## config.mk

```make
export PLATFORM = sky130hd
export DESIGN_NAME = mem_arbiter
export DESIGN_NICKNAME = d
export VERILOG_FILES = /design/src/rtl/mem_arbiter.sv
export SDC_FILE = /design/constraint.sdc
export NUM_CORES = 1
export LEC_CHECK = 0
export CAP_MARGIN = 20
export CORE_MARGIN = 5
export CORE_UTILIZATION = 35
export CTS_CLUSTER_DIAMETER = 50
export DETAILED_ROUTE_END_ITERATION = 12
export PLACE_DENSITY_LB_ADDON = 0.25
export SYNTH_ARGS = -nofsm -noshare
export SYNTH_HDL_FRONTEND = slang
export SYNTH_SLANG_ARGS = --single-unit
```

## constraint.sdc

```tcl
create_clock -name clk -period 3.51 [get_ports clk]
set_input_delay 0.702 -clock clk [delete_from_list [all_inputs] [get_ports clk]]
set_output_delay 0.702 -clock clk [all_outputs]
set_load 0.02 [all_outputs]
```

## src/rtl/mem_arbiter.sv

```systemverilog
// mem_arbiter: fixed-priority (load/store over fetch) arbiter for a byte-wide memory
// port. Each granted 1/2/4-byte transfer is serialised into consecutive bus cycles.
module mem_arbiter (
  input  logic        clk,
  input  logic        rst,
  input  logic        rdy_in,
  input  logic        if_req,
  input  logic [31:0] if_addr,
  input  logic        flush,
  output logic        if_done,
  output logic [31:0] if_data,
  input  logic        ls_req,
  input  logic        ls_we,
  input  logic [31:0] ls_addr,
  input  logic [31:0] ls_wdata,
  input  logic [1:0]  ls_mask,
  output logic        ls_done,
  output logic [31:0] ls_rdata,
  input  logic [7:0]  mem_din,
  output logic [7:0]  mem_dout,
  output logic [31:0] mem_a,
  output logic        mem_wr,
  output logic        busy
);

  localparam logic [31:0] IO_ADDR  = 32'h0003_0000;
  localparam logic [1:0]  ST_IDLE  = 2'd0;
  localparam logic [1:0]  ST_READ  = 2'd1;
  localparam logic [1:0]  ST_WRITE = 2'd2;

  logic [1:0]  state_q, state_d;
  logic [31:0] addr_q, addr_d;
  logic [2:0]  n_q, n_d;
  logic [2:0]  cnt_q, cnt_d;
  logic        is_ls_q, is_ls_d;
  logic [31:0] wdata_q, wdata_d;
  logic [31:0] data_q, data_d;
  logic        stall_q, stall_d;
  logic [31:0] mem_a_q, mem_a_d;
  logic [7:0]  mem_dout_q, mem_dout_d;
  logic        mem_wr_q, mem_wr_d;
  logic        if_done_q, if_done_d;
  logic [31:0] if_data_q, if_data_d;
  logic        ls_done_q, ls_done_d;
  logic [31:0] ls_rdata_q, ls_rdata_d;
  logic        busy_q, busy_d;
  logic [2:0]  cnt_nxt_s;

  // Byte count of a load/store; IO-port loads are always single byte.
  function automatic logic [2:0] ls_len(input logic we, input logic [31:0] a,
                                        input logic [1:0] mask);
    logic [2:0] len;
    if (!we && (a == IO_ADDR)) begin
      len = 3'd1;
    end else begin
      case (mask)
        2'b10:   len = 3'd2;
        2'b11:   len = 3'd4;
        default: len = 3'd1;
      endcase
    end
    return len;
  endfunction

  function automatic logic [7:0] get_byte(input logic [31:0] w, input logic [1:0] idx);
    logic [7:0] b;
    case (idx)
      2'd0:    b = w[7:0];
      2'd1:    b = w[15:8];
      2'd2:    b = w[23:16];
      2'd3:    b = w[31:24];
      default: b = 8'h00;
    endcase
    return b;
  endfunction

  function automatic logic [31:0] put_byte(input logic [31:0] w, input logic [1:0] idx,
                                           input logic [7:0] b);
    logic [31:0] r;
    r = w;
    case (idx)
      2'd0:    r[7:0]   = b;
      2'd1:    r[15:8]  = b;
      2'd2:    r[23:16] = b;
      2'd3:    r[31:24] = b;
      default: r = w;
    endcase
    return r;
  endfunction

  assign cnt_nxt_s = cnt_q + 3'd1;

  // Next-state logic: grant in IDLE, then sequence one byte per ready cycle.
  always_comb begin
    state_d    = state_q;
    addr_d     = addr_q;
    n_d        = n_q;
    cnt_d      = cnt_q;
    is_ls_d    = is_ls_q;
    wdata_d    = wdata_q;
    data_d     = data_q;
    stall_d    = stall_q;
    mem_a_d    = mem_a_q;
    mem_dout_d = mem_dout_q;
    mem_wr_d   = 1'b0;
    if_done_d  = 1'b0;
    if_data_d  = if_data_q;
    ls_done_d  = 1'b0;
    ls_rdata_d = ls_rdata_q;
    if (!rdy_in) begin
      // A write cycle cut short by a freeze is replayed on resume.
      stall_d = (state_q == ST_WRITE);
    end else begin
      case (state_q)
        ST_IDLE: begin
          if (ls_req) begin
            addr_d  = ls_addr;
            n_d     = ls_len(ls_we, ls_addr, ls_mask);
            cnt_d   = 3'd0;
            is_ls_d = 1'b1;
            wdata_d = ls_wdata;
            data_d  = 32'd0;
            mem_a_d = ls_addr;
            if (ls_we) begin
              state_d    = ST_WRITE;
              mem_wr_d   = 1'b1;
              mem_dout_d = ls_wdata[7:0];
            end else begin
              state_d = ST_READ;
            end
          end else if (if_req && !flush) begin
            addr_d  = if_addr;
            n_d     = 3'd4;
            cnt_d   = 3'd0;
            is_ls_d = 1'b0;
            data_d  = 32'd0;
            mem_a_d = if_addr;
            state_d = ST_READ;
          end else begin
            state_d = ST_IDLE;
          end
        end
        ST_READ: begin
          if (flush && !is_ls_q) begin
            state_d = ST_IDLE;
          end else begin
            cnt_d = cnt_nxt_s;
            if (cnt_nxt_s < n_q) begin
              mem_a_d = addr_q + {29'd0, cnt_nxt_s};
            end else begin
              mem_a_d = mem_a_q;
            end
            // mem_din holds the byte addressed two ready edges ago.
            if (cnt_q != 3'd0) begin
              data_d = put_byte(data_q, cnt_q[1:0] - 2'd1, mem_din);
            end else begin
              data_d = data_q;
            end
            if (cnt_q == n_q) begin
              state_d = ST_IDLE;
              if (is_ls_q) begin
                ls_done_d  = 1'b1;
                ls_rdata_d = data_d;
              end else begin
                if_done_d = 1'b1;
                if_data_d = data_d;
              end
            end else begin
              state_d = ST_READ;
            end
          end
        end
        ST_WRITE: begin
          if (stall_q) begin
            mem_wr_d = 1'b1;
            stall_d  = 1'b0;
          end else if (cnt_nxt_s < n_q) begin
            cnt_d      = cnt_nxt_s;
            mem_a_d    = addr_q + {29'd0, cnt_nxt_s};
            mem_dout_d = get_byte(wdata_q, cnt_nxt_s[1:0]);
            mem_wr_d   = 1'b1;
          end else begin
            ls_done_d = 1'b1;
            state_d   = ST_IDLE;
          end
        end
        default: begin
          state_d = ST_IDLE;
        end
      endcase
    end
    busy_d = (state_d != ST_IDLE);
  end

  // State and output registers.
  always_ff @(posedge clk) begin
    if (rst) begin
      state_q    <= ST_IDLE;
      addr_q     <= 32'd0;
      n_q        <= 3'd0;
      cnt_q      <= 3'd0;
      is_ls_q    <= 1'b0;
      wdata_q    <= 32'd0;
      data_q     <= 32'd0;
      stall_q    <= 1'b0;
      mem_a_q    <= 32'd0;
      mem_dout_q <= 8'd0;
      mem_wr_q   <= 1'b0;
      if_done_q  <= 1'b0;
      if_data_q  <= 32'd0;
      ls_done_q  <= 1'b0;
      ls_rdata_q <= 32'd0;
      busy_q     <= 1'b0;
    end else begin
      state_q    <= state_d;
      addr_q     <= addr_d;
      n_q        <= n_d;
      cnt_q      <= cnt_d;
      is_ls_q    <= is_ls_d;
      wdata_q    <= wdata_d;
      data_q     <= data_d;
      stall_q    <= stall_d;
      mem_a_q    <= mem_a_d;
      mem_dout_q <= mem_dout_d;
      mem_wr_q   <= mem_wr_d;
      if_done_q  <= if_done_d;
      if_data_q  <= if_data_d;
      ls_done_q  <= ls_done_d;
      ls_rdata_q <= ls_rdata_d;
      busy_q     <= busy_d;
    end
  end

  assign mem_a    = mem_a_q;
  assign mem_dout = mem_dout_q;
  assign mem_wr   = mem_wr_q;
  assign if_done  = if_done_q;
  assign if_data  = if_data_q;
  assign ls_done  = ls_done_q;
  assign ls_rdata = ls_rdata_q;
  assign busy     = busy_q;

endmodule

```

* Word-level counts from Yosys, hierarchy flattened
Index checks and enable logic that the tools add are counted. W data, S select, Z words.
Operators by class: $add $sub $neg 3, magnitude comparators 1, equal/unequal tests 19, mux-type cells 56, bitwise gates (word level) 5, reduce and logical (&&, ||, !) cells 25
Operators by type and width (number):
- $mux W32 | 9
- $pmux W32 S3 | 1
- $mux W8 | 8
- $pmux W32 S2 | 1
- $add A32 B3 Y32 | 1
- $eq A32 B18 Y1 const B | 1
- $pmux W8 S4 | 1
- $mux W3 | 8
- $mux W1 | 17
- $pmux W8 S2 | 1
- $reduce_and A5 Y1 | 3
- $eq A2 B2 Y1 const B | 7
- $reduce_and A6 Y1 | 2
- $mux W2 | 5
- $pmux W3 S3 | 1
- $ne A2 B2 Y1 const B | 4
- $reduce_bool A2 Y1 | 4
- $eq A2 B1 Y1 const B | 3
- $logic_not A2 Y1 | 3
- $pmux W2 S3 | 1
- $pmux W3 S2 | 1
- $reduce_and A3 Y1 | 2
- $reduce_bool A3 Y1 | 2
- $not A1 Y1 | 5
- other kinds (12) | 18
Storage, ports and cells: bits in registers 214, input bits 113

* Longest topological paths before layout
depth after elaboration 7, depth in mapped cells 11

* Least setup slack after synthesis
No wires, ideal clock.
kind reg2reg, from register cnt_q[0], to register mem_a_q[21], in the netlist mem_a[21], arrival 2.481 ns, required time 3.390 ns, slack 0.909 ns, cell stages (with the launch flop) 10, path through dfxtp_1 ha_1 clkbuf_1 xor2_1 ha_1 a21oi_1 a211oi_2 nand4_1 xnor2_1 a211o_1
On the way: word-level cells in the longest chain between the ends 5, elaborated cells on any way between the ends 7
Ends and longest elaborated chain:
- start, declared | RTL line 34 | logic [2:0] cnt_q, cnt_d;
- start signal, assigned | RTL line 218 | cnt_q <= cnt_d;
- $add A3 B1 Y3 * | RTL line 91 | assign cnt_nxt_s = cnt_q + 3'd1;
- $add A32 B3 Y32 or $lt A3 B3 Y1 (tied branches)
- $mux W32 * | RTL line 148, 177
- $mux W32, on equally long branches | RTL line 174, 144
- $pmux W32 S3 * | RTL line 114 | case (state_q)
- end signal, assigned | RTL line 223 | mem_a_q <= mem_a_d;
- end, declared | RTL line 39 | logic [31:0] mem_a_q, mem_a_d;
Mark *: on every way between the ends. The rest lies on a longest branch, timed or not. The select of a mux whose other input is x is not followed. A chain may end at the register's enable or synchronous reset.

* Final worst setup path
from register cnt_q[0], to register mem_a_q[17], in the netlist mem_a[17]
Same word-level chain as after synthesis.

==> summary.txt <==
Die
  – I/O Pins: 221
  – Die ar.: 0.0320 mm²
  – CORE AREA: 0.0280 mm²
  – Initial Util: 0.357
  – Die H: 179 µm
  – Die W: 179 µm
  – Rows: 61

STA
  – Final period util: 0.866
  – Period minus WS final: 3.04 ns
  – Final Hold Vio Count: 0
  – RSZ-0062 raised after global routing: false
  – Actual slew at the worst max-slew pin: 1.01 ns
  – Final Setup Violations: 0
  – Setup Skew: 0.0145 ns
  – Max_slew headroom: 0.317
  – Setup TNS: 0 ns
  – FMAX: 329 MHz
  – Slew Limit Fails: 0

Logic synthesis
  – Yosys reg bits: 214
  – Yosys top cell by area: dfxtp_1
  – Synth warn: 0
  – Gate count after technology mapping: 1113
  – Number of flops mapped to enable cells by yosys: 0
  – Top_reg_cell synth: dfxtp_1
  – Count of cell types in the netlist: 66
  – Synth top area cells: dfxtp_1 (43%), mux2i_1 (7.3%), nor2_1 (5.8%), a211oi_2 (5.8%), a211oi_1 (4.4%)
  – Syn Nets: 1244
  – Seq/Total Area, Yosys: 0.429
  – Netlist Area Pre-Place: 0.0100 mm²
  – Syn avg cell area: 8.98 µm²
  – Share of the synthesized area in the top cell type: 0.429
  – Async set-or-reset flop fraction in the synthesized netlist: 0

Layout
  – Fin cells: 1691
  – Area occupied by multi-input gates: 0.00525 mm²
  – Final Cell Area: 0.0135 mm²
  – Fill cells: 2707
  – Nets@finish: 1421
  – Fin util: 0.480
  – Most common cell after layout, fill and taps aside: clkdlybuf4s50_1
  – # diodes: 0
  – Synthesis-to-layout area growth: 34.6%
  – Commonest non-fill, non-tap cells in the layout: clkdlybuf4s50_1 (218), dfxtp_1 (214), nor2_1 (155)
  – Reg area: 0.00428 mm²
  – Layout cells sized above 1: 0.104

Global routing
  – Vias in the first global route: 8705
  – Largest net degree at the start of global routing: 66
  – GRT Overall Usage: 0.183
  – Initial antenna violation count: 1
  – First-pass GRT wire length: 47600 µm
  – Gr ovfl total: 0

Run
  – Number of max-cap violations: 0

Routing
  – Drt wl/cell: 18.1 µm
  – Via density: 5.23
  – Initial DRT Pass Iterations: 6
  – DR DRC count: 0
  – Initial DRC Count: 536
  – Via count: 8848
  – Post-route ant nets: 0
  – Routed WL: 30600 µm

Clocking
  – CTS resizes: 0
  – Clk pin slew, worst setup/hold paths: 0.06 ns
  – CTS Root Cell: clkbuf_16
  – H-tree depth: 1
  – CTS Hold Buffers Added: 0
  – CTS max path bufs: 3
  – Post-CTS Repair Setup Buffers: 0
  – CTS tree: done
  – Worst skew pair latency: 0.55 ns
  – Total CTS buffers: 31
  – Clk sinks: 214

Critical path
  – Startpoint Class: flop
  – Req. time, crit path: 3.94 ns
  – Setup crit end kind: flop
  – R2r worst-path depth: 8
  – Arrival time worst endpoint: 3.46 ns
  – CP Max Fanout: 9
  – WS Path Type: flop to flop

Hold path
  – Worst Hold Depth: 2
  – Worst hold path type: flop to flop

Placed design
  – DP Wirelength: 21700 µm
  – GP Congestion: 0.846
  – Post-Place Cell Area: 0.0124 mm²
  – Inst Count DP: 1635
  – I/O Buffers: 220

Run status
  – Status: completed

Power and ir drop
  – Pwr per Cell Area: 495 mW/mm²
  – Total power: 6.66 mW
  – Max VDD drop: 0.000357 V
  – Static leakage: 5.01 nW
-- synth_stat cells (all sizes together), types with 4 or more instances --
cell type and instances:
a211o 10, ha 17, nor4 11, nand3 27, and2 4, xnor2 15, xor2 12, nand2b 7
clkbuf 39, dfxtp 214, o211ai 7, a211oi 105, a21o 7, nor2 155, and3 25, a21oi 62
nand2 115, a222oi 8, a22oi 34, o22ai 7, buf 52, nor3 22, nand4 11, and4 6
o21ai 19, inv 13, mux2i 73
-- per-layer routing --
metal	up-vias	global-route usage	part of all wire
li1	4383	-	-
met1	4150	0.239	0.44
met2	257	0.301	0.46
met3	56	0.0491	0.072
met4	2	0.0483	0.024
met5	-	0	0.00065
-- worst max-delay path: stages (launching register included) --
cell      delay (ns)
dfxtp_1         0.45
inv_1           0.18
ha_1            0.43
ha_1            0.33
nand3_1         0.17
a211oi_2        0.67
nand4_1         0.20
xnor2_1         0.18
a211o_1         0.29
-- kinds of logic (layout without fill, tap and decap cells) --
| family | count (synthesis) | after routing | synth area share |
|---|---|---|---|
| xor gates and xnor gates | 27 | 27 | 0.0237 |
| muxes | 76 | 76 | 0.0765 |
| adders and majority gates | 18 | 18 | 0.0233 |
| buffers and inverters | 104 | 304 | 0.0467 |
| and+or+nand+nor | 393 | 393 | 0.178 |
| AOI/OAI and AO/OA | 281 | 281 | 0.223 |
| DFF | 214 | 214 | 0.429 |
-- sequential cells by signal (all words and copies together) (netlist names) --
name	flops
addr_q	32
wdata_q	32
busy	1
mem_a	32
ls_rdata	32
cnt_q	3
data_q	32
ls_done	1
state_q	2
if_done	1
is_ls_q	1
n_q	3
stall_q	1
mem_wr	1
if_data	32
mem_dout	8
-- path summary, 6_finish.rpt --
| path | startpoint | to | slack [ns] |
|---|---|---|---|
| hold / removal | wdata_q[12] | wdata_q[12] | 0.45 |
| hold reg to reg | wdata_q[12] | wdata_q[12] | 0.45 |
| setup / recovery | cnt_q[0] | mem_a[17] | 0.47 |
| setup reg to reg | cnt_q[0] | mem_a[17] | 0.47 |
-- stage by stage --
step / hold slack [ns] / setup slack [ns]
floorplan: 0.436 / 0.909
global placement: 0.443 / 0.204
detailed placement: 0.447 / 0.255
CTS: 0.454 / 0.487
global route: 0.472 / 0.284
finish: 0.452 / 0.471
-- where the power goes --
part | internal, mW | switching, mW
logic | 0.378 | 0.473
registers | 2.54 | 0.0860
clock network | 1.99 | 1.20
-- area by class of cell --
class | instances | area share
Multi-Input combinational cell | 795 | 0.390
Sequential cell | 214 | 0.318
Timing Repair Buffer | 235 | 0.174
Clock buffer | 38 | 0.0618
Tap cell | 378 | 0.0352
Clock inverter | 18 | 0.0172
Inverter | 13 | 0.00363
Power figures use the tool's default switching activity.
